--- src/rtl/brom_arbiter_if.sv ---
// Requester-side and boot-ROM-side handshake bundle for brom_arbiter.
// master = arbiter view, slave = requesters plus boot ROM view.
interface brom_arbiter_if #(
    parameter int NUM_REQ = 2,
    parameter int ADDR_W  = 24,
    parameter int DATA_W  = 32
);
    logic [NUM_REQ-1:0]        req_valid_i;
    logic [NUM_REQ*ADDR_W-1:0] req_addr_i;
    logic [NUM_REQ-1:0]        req_ready_o;
    logic [NUM_REQ-1:0]        resp_valid_o;
    logic                      resp_err_o;
    logic [DATA_W-1:0]         resp_data_o;
    logic                      brom_req_valid_o;
    logic [ADDR_W-1:0]         brom_req_address_o;
    logic                      brom_ready_i;
    logic [DATA_W-1:0]         brom_resp_data_i;
    logic                      brom_resp_valid_i;

    modport master (
        input  req_valid_i, req_addr_i, brom_ready_i, brom_resp_data_i, brom_resp_valid_i,
        output req_ready_o, resp_valid_o, resp_err_o, resp_data_o,
               brom_req_valid_o, brom_req_address_o
    );

    modport slave (
        output req_valid_i, req_addr_i, brom_ready_i, brom_resp_data_i, brom_resp_valid_i,
        input  req_ready_o, resp_valid_o, resp_err_o, resp_data_o,
               brom_req_valid_o, brom_req_address_o
    );
endinterface

--- src/rtl/brom_arbiter.sv ---
// Round-robin arbiter sharing the boot ROM among NUM_REQ requesters, one transaction in flight.
// Response returns one cycle after the ROM pulse; a watchdog turns a lost response into an error completion.
module brom_arbiter #(
    parameter int NUM_REQ = 2,
    parameter int ADDR_W  = 24,
    parameter int DATA_W  = 32,
    parameter int TIMEOUT = 64
) (
    input  logic           clk,
    input  logic           rst,
    brom_arbiter_if.master bus
);
    localparam int IDX_W = $clog2(NUM_REQ);
    localparam int TMR_W = (TIMEOUT > 0) ? $clog2(TIMEOUT + 1) : 1;
    localparam logic [TMR_W-1:0] TMR_LAST = (TIMEOUT > 0) ? TMR_W'(TIMEOUT - 1) : '0;

    typedef enum logic [2:0] {
        S_IDLE,
        S_ISSUE,
        S_WAIT,
        S_RESP,
        S_DRAIN
    } state_t;

    state_t              state_q, state_d;
    logic [IDX_W-1:0]    rr_ptr_q, rr_ptr_d;
    logic [IDX_W-1:0]    grant_q, grant_d;
    logic [TMR_W-1:0]    timer_q, timer_d;
    logic                bvalid_q, bvalid_d;
    logic [ADDR_W-1:0]   baddr_q, baddr_d;
    logic [NUM_REQ-1:0]  rvalid_q, rvalid_d;
    logic                rerr_q, rerr_d;
    logic [DATA_W-1:0]   rdata_q, rdata_d;

    logic                pick_found;
    logic [IDX_W-1:0]    pick_idx;
    logic [NUM_REQ-1:0]  ready_vec;

    // Search starts just after the last served requester so nobody starves.
    always_comb begin
        pick_found = 1'b0;
        pick_idx   = '0;
        for (int off = 1; off <= NUM_REQ; off++) begin
            if (!pick_found && bus.req_valid_i[(int'(rr_ptr_q) + off) % NUM_REQ]) begin
                pick_found = 1'b1;
                pick_idx   = IDX_W'((int'(rr_ptr_q) + off) % NUM_REQ);
            end
        end
    end

    always_comb begin
        ready_vec = '0;
        if (!rst && state_q == S_IDLE && bus.brom_ready_i && pick_found) begin
            ready_vec = NUM_REQ'(1) << pick_idx;
        end
    end

    always_comb begin
        state_d  = state_q;
        rr_ptr_d = rr_ptr_q;
        grant_d  = grant_q;
        timer_d  = timer_q;
        bvalid_d = bvalid_q;
        baddr_d  = baddr_q;
        rvalid_d = '0;
        rerr_d   = 1'b0;
        rdata_d  = rdata_q;
        case (state_q)
            S_IDLE: begin
                if (|ready_vec) begin
                    state_d  = S_ISSUE;
                    grant_d  = pick_idx;
                    baddr_d  = bus.req_addr_i[int'(pick_idx) * ADDR_W +: ADDR_W];
                    bvalid_d = 1'b1;
                end
            end
            S_ISSUE: begin
                if (bus.brom_ready_i && bvalid_q) begin
                    state_d  = S_WAIT;
                    bvalid_d = 1'b0;
                    timer_d  = '0;
                end
            end
            S_WAIT: begin
                // A response landing on the last watchdog cycle still counts as good.
                if (bus.brom_resp_valid_i) begin
                    state_d  = S_RESP;
                    rdata_d  = bus.brom_resp_data_i;
                    rvalid_d = NUM_REQ'(1) << grant_q;
                end else if (TIMEOUT != 0 && timer_q == TMR_LAST) begin
                    state_d  = S_RESP;
                    rdata_d  = '0;
                    rvalid_d = NUM_REQ'(1) << grant_q;
                    rerr_d   = 1'b1;
                end else if (TIMEOUT != 0) begin
                    timer_d = timer_q + 1'b1;
                end
            end
            S_RESP: begin
                rr_ptr_d = grant_q;
                state_d  = rerr_q ? S_DRAIN : S_IDLE;
            end
            S_DRAIN: begin
                if (bus.brom_ready_i && !bus.brom_resp_valid_i) begin
                    state_d = S_IDLE;
                end
            end
            default: state_d = S_IDLE;
        endcase
    end

    always_ff @(posedge clk) begin
        if (rst) begin
            state_q  <= S_IDLE;
            rr_ptr_q <= IDX_W'(NUM_REQ - 1);
            grant_q  <= '0;
            timer_q  <= '0;
            bvalid_q <= 1'b0;
            baddr_q  <= '0;
            rvalid_q <= '0;
            rerr_q   <= 1'b0;
            rdata_q  <= '0;
        end else begin
            state_q  <= state_d;
            rr_ptr_q <= rr_ptr_d;
            grant_q  <= grant_d;
            timer_q  <= timer_d;
            bvalid_q <= bvalid_d;
            baddr_q  <= baddr_d;
            rvalid_q <= rvalid_d;
            rerr_q   <= rerr_d;
            rdata_q  <= rdata_d;
        end
    end

    assign bus.req_ready_o        = ready_vec;
    assign bus.resp_valid_o       = rvalid_q;
    assign bus.resp_err_o         = rerr_q;
    assign bus.resp_data_o        = rdata_q;
    assign bus.brom_req_valid_o   = bvalid_q;
    assign bus.brom_req_address_o = baddr_q;
endmodule

--- src/flat_wrapper.sv ---
// flat-port wrapper written by rule: the top's interface ports become plain ports
module brom_arbiter_flat 
#(
    parameter int NUM_REQ = 2,
    parameter int ADDR_W  = 24,
    parameter int DATA_W  = 32,
    parameter int TIMEOUT = 64
)
  (clk, rst, bus_req_valid_i, bus_req_addr_i, bus_brom_ready_i, bus_brom_resp_data_i, bus_brom_resp_valid_i, bus_req_ready_o, bus_resp_valid_o, bus_resp_err_o, bus_resp_data_o, bus_brom_req_valid_o, bus_brom_req_address_o);
  brom_arbiter_if #(.NUM_REQ(NUM_REQ), .ADDR_W(ADDR_W), .DATA_W(DATA_W)) bus_i ();
  input  logic clk;
  input  logic rst;
  input wire logic [$bits(bus_i.req_valid_i)-1:0] bus_req_valid_i;
  input wire logic [$bits(bus_i.req_addr_i)-1:0] bus_req_addr_i;
  input wire logic [$bits(bus_i.brom_ready_i)-1:0] bus_brom_ready_i;
  input wire logic [$bits(bus_i.brom_resp_data_i)-1:0] bus_brom_resp_data_i;
  input wire logic [$bits(bus_i.brom_resp_valid_i)-1:0] bus_brom_resp_valid_i;
  output wire logic [$bits(bus_i.req_ready_o)-1:0] bus_req_ready_o;
  output wire logic [$bits(bus_i.resp_valid_o)-1:0] bus_resp_valid_o;
  output wire logic [$bits(bus_i.resp_err_o)-1:0] bus_resp_err_o;
  output wire logic [$bits(bus_i.resp_data_o)-1:0] bus_resp_data_o;
  output wire logic [$bits(bus_i.brom_req_valid_o)-1:0] bus_brom_req_valid_o;
  output wire logic [$bits(bus_i.brom_req_address_o)-1:0] bus_brom_req_address_o;
  assign bus_i.req_valid_i = bus_req_valid_i;
  assign bus_i.req_addr_i = bus_req_addr_i;
  assign bus_i.brom_ready_i = bus_brom_ready_i;
  assign bus_i.brom_resp_data_i = bus_brom_resp_data_i;
  assign bus_i.brom_resp_valid_i = bus_brom_resp_valid_i;
  assign bus_req_ready_o = bus_i.req_ready_o;
  assign bus_resp_valid_o = bus_i.resp_valid_o;
  assign bus_resp_err_o = bus_i.resp_err_o;
  assign bus_resp_data_o = bus_i.resp_data_o;
  assign bus_brom_req_valid_o = bus_i.brom_req_valid_o;
  assign bus_brom_req_address_o = bus_i.brom_req_address_o;
  brom_arbiter #(.NUM_REQ(NUM_REQ), .ADDR_W(ADDR_W), .DATA_W(DATA_W), .TIMEOUT(TIMEOUT)) u_core (.clk(clk), .rst(rst), .bus(bus_i));
endmodule
--- config.mk ---
export PLATFORM = sky130hd
export DESIGN_NAME = brom_arbiter_flat
export DESIGN_NICKNAME = d
export VERILOG_FILES = /design/src/rtl/brom_arbiter_if.sv /design/src/rtl/brom_arbiter.sv /design/src/flat_wrapper.sv
export SDC_FILE = /design/constraint.sdc
export NUM_CORES = 1
export LEC_CHECK = 0
export CAP_MARGIN = 0
export CORE_MARGIN = 1.5
export CORE_UTILIZATION = 44
export DETAILED_ROUTE_END_ITERATION = 6
export PLACE_DENSITY = 0.91
export SKIP_CTS_REPAIR_TIMING = 1
export SLEW_MARGIN = 25
export SYNTH_ARGS = -nofsm -noshare
export SYNTH_HDL_FRONTEND = slang
export SYNTH_SLANG_ARGS = --single-unit
--- constraint.sdc ---
create_clock -name clk -period 4.8 [get_ports clk]
set_input_delay 0.48 -clock clk [delete_from_list [all_inputs] [get_ports clk]]
set_output_delay 0.48 -clock clk [all_outputs]
set_load 0.1 [all_outputs]
==> Word-level counts from Yosys, hierarchy flattened <==
Cells that the tools add are included.
{ "totals": {"wordCells": 83, "inputBits": 86, "regBits": 72} }
{ "classes": {"n_eq_ne": 11, "add_sub_neg": 3, "n_mul": 1, "shift": 3, "order_cmp": 2, "bitwise": 3, "reduce_logical": 21, "n_mux": 30} }
{ "op_table": {"columns": ["operator", "n"], "rows": [
  ["$mux W32", 2],
  ["$shiftx A48 B32 Y24", 1],
  ["$mux W7", 3],
  ["$mux W3", 6],
  ["$pmux W3 S5", 1],
  ["$pmux W7 S2", 1],
  ["$mux W1", 13],
  ["$reduce_and A4 Y1", 2],
  ["$add A7 B1 Y7 const B", 1],
  ["$eq A7 B6 Y1 const B", 1],
  ["$eq A3 B2 Y1 const B", 2],
  ["$logic_and A1 B1 Y1", 6],
  ["$lt A2 B3 Y1 const B", 2],
  ["$mux W2", 3],
  ["$ne A2 B2 Y1 const B", 3],
  ["$reduce_bool A2 Y1", 3],
  ["$ne A2 B1 Y1 const B", 2],
  ["$reduce_and A2 Y1", 2],
  ["$reduce_or A2 Y1", 2],
  ["$shl A1 B1 Y2 const A", 2],
  ["$eq A3 B1 Y1 const B", 1],
  ["$eq A3 B3 Y1 const B", 1],
  ["$logic_not A1 Y1", 3],
  ["$logic_not A3 Y1", 1],
  ["8 further kinds", 10]
]} }

==> Logic depth before layout (Yosys ltp) <==
Gate-level depths: netlist of run 1.
{ "depth": {"depth_word": 14, "ltp_mapped": 7} }

==> Worst setup path after synthesis of run 1 <==
No wires, ideal clock.
{ "synth_timing": {"kind": "input to output", "start": "in rst", "end": "out bus_req_ready_o[0]", "path_stages": 5, "path_buffers": 2, "required_time_ps": 4320, "path_slack_ps": 1403, "arrival_time_ps": 2917, "path_cell_list": "clkbuf_1 -> or2_4 -> nor4_4 -> buf_6 -> nor2b_1"} }
{ "synth_via": {"elab_chain_cells": 5} }
{ "synth_rtl": {"columns": ["item", "line_no", "text"], "rows": [
  ["from (decl)", "flat_wrapper.sv:12", "input logic rst;"],
  ["$logic_not A1 Y1", "brom_arbiter.sv:53", "if (!rst && state_q == S_IDLE && bus.brom_ready_i && pick_found) begin"],
  ["$logic_and A1 B1 Y1 (3 in series)", "brom_arbiter.sv:53", null],
  ["$mux W2", "brom_arbiter.sv:53", null],
  ["to (decl)", "flat_wrapper.sv:18", "output wire logic [$bits(bus_i.req_ready_o)-1:0] bus_req_ready_o;"]
]} }
No other way between the ends.

==> Final worst setup path of run 1 <==
{ "layout_timing": {"start": "in bus_req_valid_i[1]", "end": "out bus_req_ready_o[1]"} }
{ "layout_via": {"elab_chain_cells": 9} }
{ "layout_rtl": {"columns": ["item", "line_no", "text"], "rows": [
  ["from (decl)", "flat_wrapper.sv:13", "input wire logic [$bits(bus_i.req_valid_i)-1:0] bus_req_valid_i;"],
  ["$mux W1 (implied by the code) (3 in series)", "brom_arbiter.sv:44", "if (!pick_found && bus.req_valid_i[(int'(rr_ptr_q) + off) % NUM_REQ]) begin"],
  ["$mux W1", "brom_arbiter.sv:44", null],
  ["$logic_not A1 Y1", "brom_arbiter.sv:44", null],
  ["$logic_and A1 B1 Y1", "brom_arbiter.sv:44", null],
  ["$mux W1", "brom_arbiter.sv:44", null],
  ["$shl A1 B1 Y2 or $logic_and A1 B1 Y1 (tied branches)", "brom_arbiter.sv:54, brom_arbiter.sv:53", null],
  ["$mux W2 *", "brom_arbiter.sv:53", null]
]} }
Every way passes the cells marked *; elsewhere a longest branch is shown, timed or not. The select of a mux whose other input is x is not followed.

==> metrics.txt, run 1 <==
number of fillers in the final layout=537; synthesized net count=431; hold path depth=3; largest net degree at the start of global routing=72; share of the cycle needed by the critical path after routing=51.5%; critical path data required time=4.32 ns; status=finished clean; I/O pins=148; power per unit of standard cell area=308 mW/mm²; Post-synth EDFFs=0; type of the tightest min-delay check=input port to register; startpoint of the lowest-slack register-to-register path=u_core.state_q[1]$_SDFFE_PP0P_; Std-Cell Rows=30; number of H-tree branching levels=3; Critical Path Start Type=input port; Die Width=87.7 µm; RR Endpoint=u_core.bus.resp_data_o[12]$_SDFFE_PP0P_; Syn Std Cell Area=0.00315 mm²; count of cell types in the netlist=43; drt via density=5.25; area used by multi-input combinational logic=0.00157 mm²; post-layout minimum cycle time=2.47 ns; clock latency on the worst-skew pair=0.33 ns; leading post-synthesis cells by instance count=sky130_fd_sc_hd__dfxtp_1, sky130_fd_sc_hd__a21oi_1, sky130_fd_sc_hd__nand2_1; Slew Viols, Final=0; Clock Tree Buf Depth=2; buffers added on ports=147; Max Clock Skew=0.00955 ns; final count of hold timing violations=0; leakage dissipation=1.63 nW; DIE AREA=0.00768 mm²; Initial Util=45.9%; post-layout net count=562; Root Buffer=sky130_fd_sc_hd__clkbuf_8; global-route wire length before repair=13200 µm; hold wc startpoint=rst; Max IR drop VDD=0.195 mV; sequential element share of the synthesized area=45.7%; total gr overflow=0; Final setup viols=0; proportion of netlist area held by the largest area contributor=45.7%; Max-slew headroom=32.7%; actual slew at the worst max-slew pin=1.01 ns; Num Clock Sinks=72; weighted congestion at the end of routability-driven global placement=0.841; total negative slack=0 ns; total half-perimeter wirelength after legalization and detailed placement=5990 µm; unrepaired setup endpoints after global routing=no; Global Route Usage Sum=21.9%; Clk pin slew, worst setup/hold paths=0.08 ns; most used flip-flop cell after synthesis=sky130_fd_sc_hd__dfxtp_1; count of state elements after synthesis=72; post-detailed-route DRC marker count=0; remaining antenna violation count after routing=0; total CTS buffers=9; average cell area after synthesis=9.17 µm²; timing-limited maximum frequency=405 MHz; final antenna diode count=0; height of the chip=87.7 µm; layout overhead on the synthesized area=53.9%; iteration count of the initial detailed-routing pass=4; register-to-register path setup slack=2.45 ns; area of the placeable core=0.00687 mm²; Worst Reg-to-Reg Cells=4; layout cell share with drive strength beyond 1=11.0%; wirelength, routed=8460 µm; top cells by area in the synthesized netlist=sky130_fd_sc_hd__dfxtp_1, sky130_fd_sc_hd__a211oi_2, sky130_fd_sc_hd__mux2i_1, sky130_fd_sc_hd__a21oi_1, sky130_fd_sc_hd__o21ai_0; max-cap check violation count=0; critical path arrival=1.99 ns; critical setup path kind=input port to primary output; largest fanout of any net on the critical path=27; via count of the first global-routing pass=2853; via count=3022; Min-Delay Endpoint=u_core.state_q[1]$_SDFFE_PP0P_; initial antenna violation count=0; fin util=70.7%; average wire per standard cell=14.7 µm; CTS tree=built; Ys Warns=0; library cell occupying the most area in the post-synthesis netlist=sky130_fd_sc_hd__dfxtp_1; Post-synth ARST share=0%; post-synthesis instance total=344; category of the worst setup path capture point=primary output; footprint of the flip-flops and latches=0.00144 mm²; detailed router's first-iteration violation count=135; most common cell in the netlist=sky130_fd_sc_hd__dfxtp_1
-- kinds of logic after synthesis --
logic type	after synthesis	synth area share [%]
AO/OA/AOI/OAI	109	24.0
AND/OR/NAND/NOR	103	16.2
flip-flops	72	45.7
buffers and inverters	32	5.08
multiplexers	27	8.57
adder cells (fa/ha/maj)	1	0.397
-- per-stage QoR --
step | total power (W) | area, µm² | instances | worst slack [ns] | hold WS (ns)
6_report | 0.00149 | 4850 | 576 | 2.33 | 0.442
5_1_grt | 0.00156 | 4850 | 576 | 2.23 | 0.432
4_1_cts | 0.00151 | 4850 | 576 | 2.29 | 0.429
3_5_place_dp | 0.000968 | 4620 | 560 | 2.29 | 0.464
3_3_place_gp | 0.000962 | 4620 | 560 | 2.09 | 0.455
2_1_floorplan | 0.000851 | 3150 | 344 | 1.40 | 0.433
-- worst max-delay path, cell delays in order --
cell and delay (ns):
sky130_fd_sc_hd__clkdlybuf4s50_1 0.47, sky130_fd_sc_hd__a21boi_4 0.16, sky130_fd_sc_hd__buf_4 0.38, sky130_fd_sc_hd__and2_1 0.19, sky130_fd_sc_hd__buf_4 0.28
-- state kept, by name, indices dropped and copies added (netlist names) --
signal                         cells
u_core.rr_ptr_q                    1
u_core.bus.brom_req_valid_o        1
u_core.bus.resp_data_o            32
u_core.grant_q                     1
u_core.timer_q                     7
u_core.state_q                     3
u_core.bus.resp_valid_o            2
u_core.bus.resp_err_o              1
u_core.bus.brom_req_address_o     24
-- report_power, final --
part | leakage, nW | switching (W) | internal [W] | total, W
clock | 0.113 | 0.000217 | 0.000322 | 0.000539
sequential | 0.584 | 0.0000112 | 0.000615 | 0.000626
combinational | 0.931 | 0.000205 | 0.000122 | 0.000327
-- layout by cell type (no fill, tap or decap), types with 3 or more instances in the layout --
cell type,count
sky130_fd_sc_hd__a211oi_1,4
sky130_fd_sc_hd__a211oi_2,22
sky130_fd_sc_hd__a21oi_1,39
sky130_fd_sc_hd__buf_4,5
sky130_fd_sc_hd__clkbuf_8,11
sky130_fd_sc_hd__clkdlybuf4s50_1,144
sky130_fd_sc_hd__dfxtp_1,72
sky130_fd_sc_hd__mux2i_1,27
sky130_fd_sc_hd__nand2_1,35
sky130_fd_sc_hd__nand2b_1,6
sky130_fd_sc_hd__nand3_1,6
sky130_fd_sc_hd__nor2_1,31
sky130_fd_sc_hd__nor3b_1,3
sky130_fd_sc_hd__o21ai_0,34
sky130_fd_sc_hd__or2_2,3
-- metal layers --
layer | wire, µm | global-route usage [%] | part of all wire (%) | up-vias
met5 | 0 | 0 | 0 | -
met4 | 76 | 6.20 | 0.90 | 0
met3 | 901 | 8.95 | 11 | 6
met2 | 4000 | 38.3 | 47 | 127
met1 | 3480 | 24.5 | 41 | 1405
li1 | - | - | - | 1484
-- worst max path at each step --
stage | start | end | slack, ns | cells past startpoint
after detailed placement | bus_brom_ready_i | u_core.bus.brom_req_address_o[21]$_SDFFE_PP0P_ | 2.29 | 6
after floorplan | rst | bus_req_ready_o[0] | 1.40 | 5
after global placement | u_core.state_q[1]$_SDFFE_PP0P_ | u_core.bus.resp_data_o[0]$_SDFFE_PP0P_ | 2.09 | 4
final | bus_req_valid_i[1] | bus_req_ready_o[1] | 2.33 | 5
after global routing | bus_req_valid_i[1] | bus_req_ready_o[1] | 2.23 | 5
after CTS | u_core.state_q[1]$_SDFFE_PP0P_ | u_core.bus.resp_data_o[12]$_SDFFE_PP0P_ | 2.29 | 4
-- area by class of cell --
cell class / instances / share of cell area (%)
Clock inverter: 4 / 1.57
Tap cell: 96 / 2.47
Multi-Input combinational cell: 240 / 32.3
Clock buffer: 12 / 3.20
Timing Repair Buffer: 150 / 30.6
Inverter: 2 / 0.155
Sequential cell: 72 / 29.7
Note: power is estimated with default switching activity, not from simulation.
==> run 2: changes to the inputs <==
--- a/config.mk
+++ b/config.mk
@@ -7,9 +7,9 @@
 export LEC_CHECK = 0
 export CAP_MARGIN = 0
 export CORE_MARGIN = 1.5
-export CORE_UTILIZATION = 44
+export CORE_UTILIZATION = 37
 export DETAILED_ROUTE_END_ITERATION = 6
-export PLACE_DENSITY = 0.91
+export PLACE_DENSITY = 0.82
 export SKIP_CTS_REPAIR_TIMING = 1
 export SLEW_MARGIN = 25
 export SYNTH_ARGS = -nofsm -noshare
==> constraint.sdc (replaced) <==
create_clock -name clk -period 2 [get_ports clk]
set_input_delay 0.2 -clock clk [delete_from_list [all_inputs] [get_ports clk]]
set_output_delay 0.2 -clock clk [all_outputs]
set_load 0.1 [all_outputs]
==> run 2 against run 1 <==
Routed wire length grew 2.6%; register-to-register slack worse by 2.3 ns; clock power increased by 130%; sequential share of layout area decreased by 0.43 points; clock-buffer cell count is 1 lower; worst setup slack got worse by 2.3 ns; clock skew shrank 0.00097 ns; critical endpoint is now bus_req_ready_o[0]; largest power group unchanged; highest routed layer unchanged.
==> metrics.txt, run 2 (synthesis gave the netlist of run 1 again) <==
post-layout net count=582 (+3.6%); average wire per standard cell=14.4 µm (-2.3%); area used by multi-input combinational logic=0.00159 mm² (+1.5%); Num Clock Sinks=72 (unchanged); maximum single-stage delay on the critical path=0.37 ns (-0.10 ns); Max Clock Skew=0.00858 ns (-0.000974 ns); timing-limited maximum frequency=504 MHz; power per unit of standard cell area=722 mW/mm² (+130%); Clock Tree Buf Depth=2 (unchanged); Max-slew headroom=44.1% (+11 points); Critical Path Start Type=register; status=finished clean; total gr overflow=0 (unchanged); remaining antenna violation count after routing=0 (unchanged); height of the chip=95.3 µm (+8.7%); non-filler instance count after layout=605 (+5.0%); weighted congestion at the end of routability-driven global placement=0.817 (-2.8%); Slew Viols, Final=0 (unchanged); largest fanout of any net on the critical path=5 (-81%); most frequent standard cell in the layout excluding fill and tap cells=sky130_fd_sc_hd__clkdlybuf4s50_1; CTS tree=built; Final setup viols=0 (unchanged); wirelength, routed=8680 µm (+2.6%); critical path arrival=1.79 ns (-0.20 ns); Root Buffer=sky130_fd_sc_hd__clkbuf_8; iteration count of the initial detailed-routing pass=4 (unchanged); critical path data required time=1.80 ns (-2.52 ns); initial antenna violation count=0 (unchanged); final count of hold timing violations=0 (unchanged); Global Route Usage Sum=18.2% (-3.7 points); type of the tightest min-delay check=input port to register; DIE AREA=0.00908 mm² (+18%); commonest cells after routing, fill and taps aside=sky130_fd_sc_hd__clkdlybuf4s50_1, sky130_fd_sc_hd__buf_4, sky130_fd_sc_hd__dfxtp_1; post-detailed-route DRC marker count=0 (unchanged); buffers added on ports=147 (unchanged); placed instance area=0.00463 mm² (+0.14%); post-layout minimum cycle time=1.99 ns; global-route wire length before repair=12900 µm (-2.0%); Die Width=95.3 µm (+8.7%); Max IR drop VDD=0.388 mV (+99%); Clk pin slew, worst setup/hold paths=0.07 ns (about the same); total CTS buffers=9 (unchanged); Cells after DPL=581 (+3.8%); Std-Cell Rows=33 (+10%); leakage dissipation=1.86 nW (+14%); total half-perimeter wirelength after legalization and detailed placement=6170 µm (+3.1%); max FFs per register=32 (unchanged); critical setup path kind=register to primary output; via count of the first global-routing pass=2942 (+3.1%); number of fillers in the final layout=704 (+31%); slowest library cell on the worst path=sky130_fd_sc_hd__nor4_4; final antenna diode count=0 (unchanged); Layout Cell Area excl Fill=0.00494 mm² (+1.8%); unrepaired setup endpoints after global routing=yes; most used cell, CP=sky130_fd_sc_hd__buf_12; clock latency on the worst-skew pair=0.34 ns (about the same); layout overhead on the synthesized area=56.7%; Initial Util=38.4% (-7.5 points); largest net degree at the start of global routing=72 (unchanged); number of H-tree branching levels=3 (unchanged); share of the cycle needed by the critical path after routing=99.3%; footprint of the flip-flops and latches=0.00145 mm² (+0.35%); detailed router's first-iteration violation count=114 (-16%); max-cap check violation count=0 (unchanged); I/O pins=148 (unchanged); ordered cell list for the critical path=or2_4 -> nor4_4 -> buf_12 -> nor2b_4 -> buf_12; layout cell share with drive strength beyond 1=27.6% (+17 points); category of the worst setup path capture point=primary output; actual slew at the worst max-slew pin=0.839 ns (-0.167 ns); drt via density=5.08 (-3.2%); area of the placeable core=0.00822 mm² (+20%); via count=3072 (+1.7%)
-- run 2: cell types whose count changed in the layout (fill, tap and decap cells not counted), sizes merged --
cell and change:
clkinv +1, clkdlybuf4s50 -60, buf +79
-- run 2: power by group --
part	total (W)	internal, W	switching [W]
clock	0.00125	0.000704	0.000544
sequential	0.00150	0.00148	0.0000265
combinational	0.000818	0.000317	0.000502
-- run 2: area by class of cell --
type | instances | area share (%)
Timing Repair Buffer | 170 | 31.4
Tap cell | 105 | 2.66
Multi-Input combinational cell | 240 | 32.2
Inverter | 2 | 0.152
Clock inverter | 5 | 1.65
Sequential cell | 72 | 29.3
Clock buffer | 11 | 2.66
-- run 2: critical path: cells and delay by family (launching register included) --
| family | cells | cell delay [ns] |
|---|---|---|
| simple gates | 3 | 0.76 |
| flops | 1 | 0.35 |
| buf+inv | 2 | 0.34 |
-- run 2: stage by stage --
stage | hold slack [ns] | TNS (ns) | total power [W] | util, % | setup slack (ns)
global route | 0.258 | -0.0646 | 0.00371 | 60.1 | -0.0396
global placement | 0.458 | 0 | 0.00233 | 56.3 | 0.0969
finish | 0.271 | 0 | 0.00357 | 60.1 | 0.0147
floorplan | 0.277 | -0.130 | 0.00204 | - | -0.0950
CTS | 0.160 | -0.188 | 0.00359 | 58.9 | -0.0920
detailed placement | 0.468 | 0 | 0.00234 | 56.3 | 0.00277
-- run 2: per-layer routing --
layer  wire length (µm)  track usage [%]  part of all wire [%]
met3               1010             7.18                    12
met2               4130             31.9                    48
met5                  0                0                     0
met4                160             7.71                   1.8
met1               3380             19.2                    39
-- run 2: final timing paths --
check                           cells past startpoint  slack [ns]                                    start                                      end
worst min register to register                      2        0.48  u_core.bus.resp_data_o[15]$_SDFFE_PP0P_  u_core.bus.resp_data_o[15]$_SDFFE_PP0P_
worst max register to register                      4        0.16           u_core.state_q[1]$_SDFFE_PP0P_           u_core.timer_q[2]$_SDFFE_PP0P_
worst min-delay path                                4        0.27                                      rst           u_core.state_q[1]$_SDFFE_PP0P_
worst max-delay path                                5        0.01           u_core.state_q[2]$_SDFFE_PP0P_                       bus_req_ready_o[0]
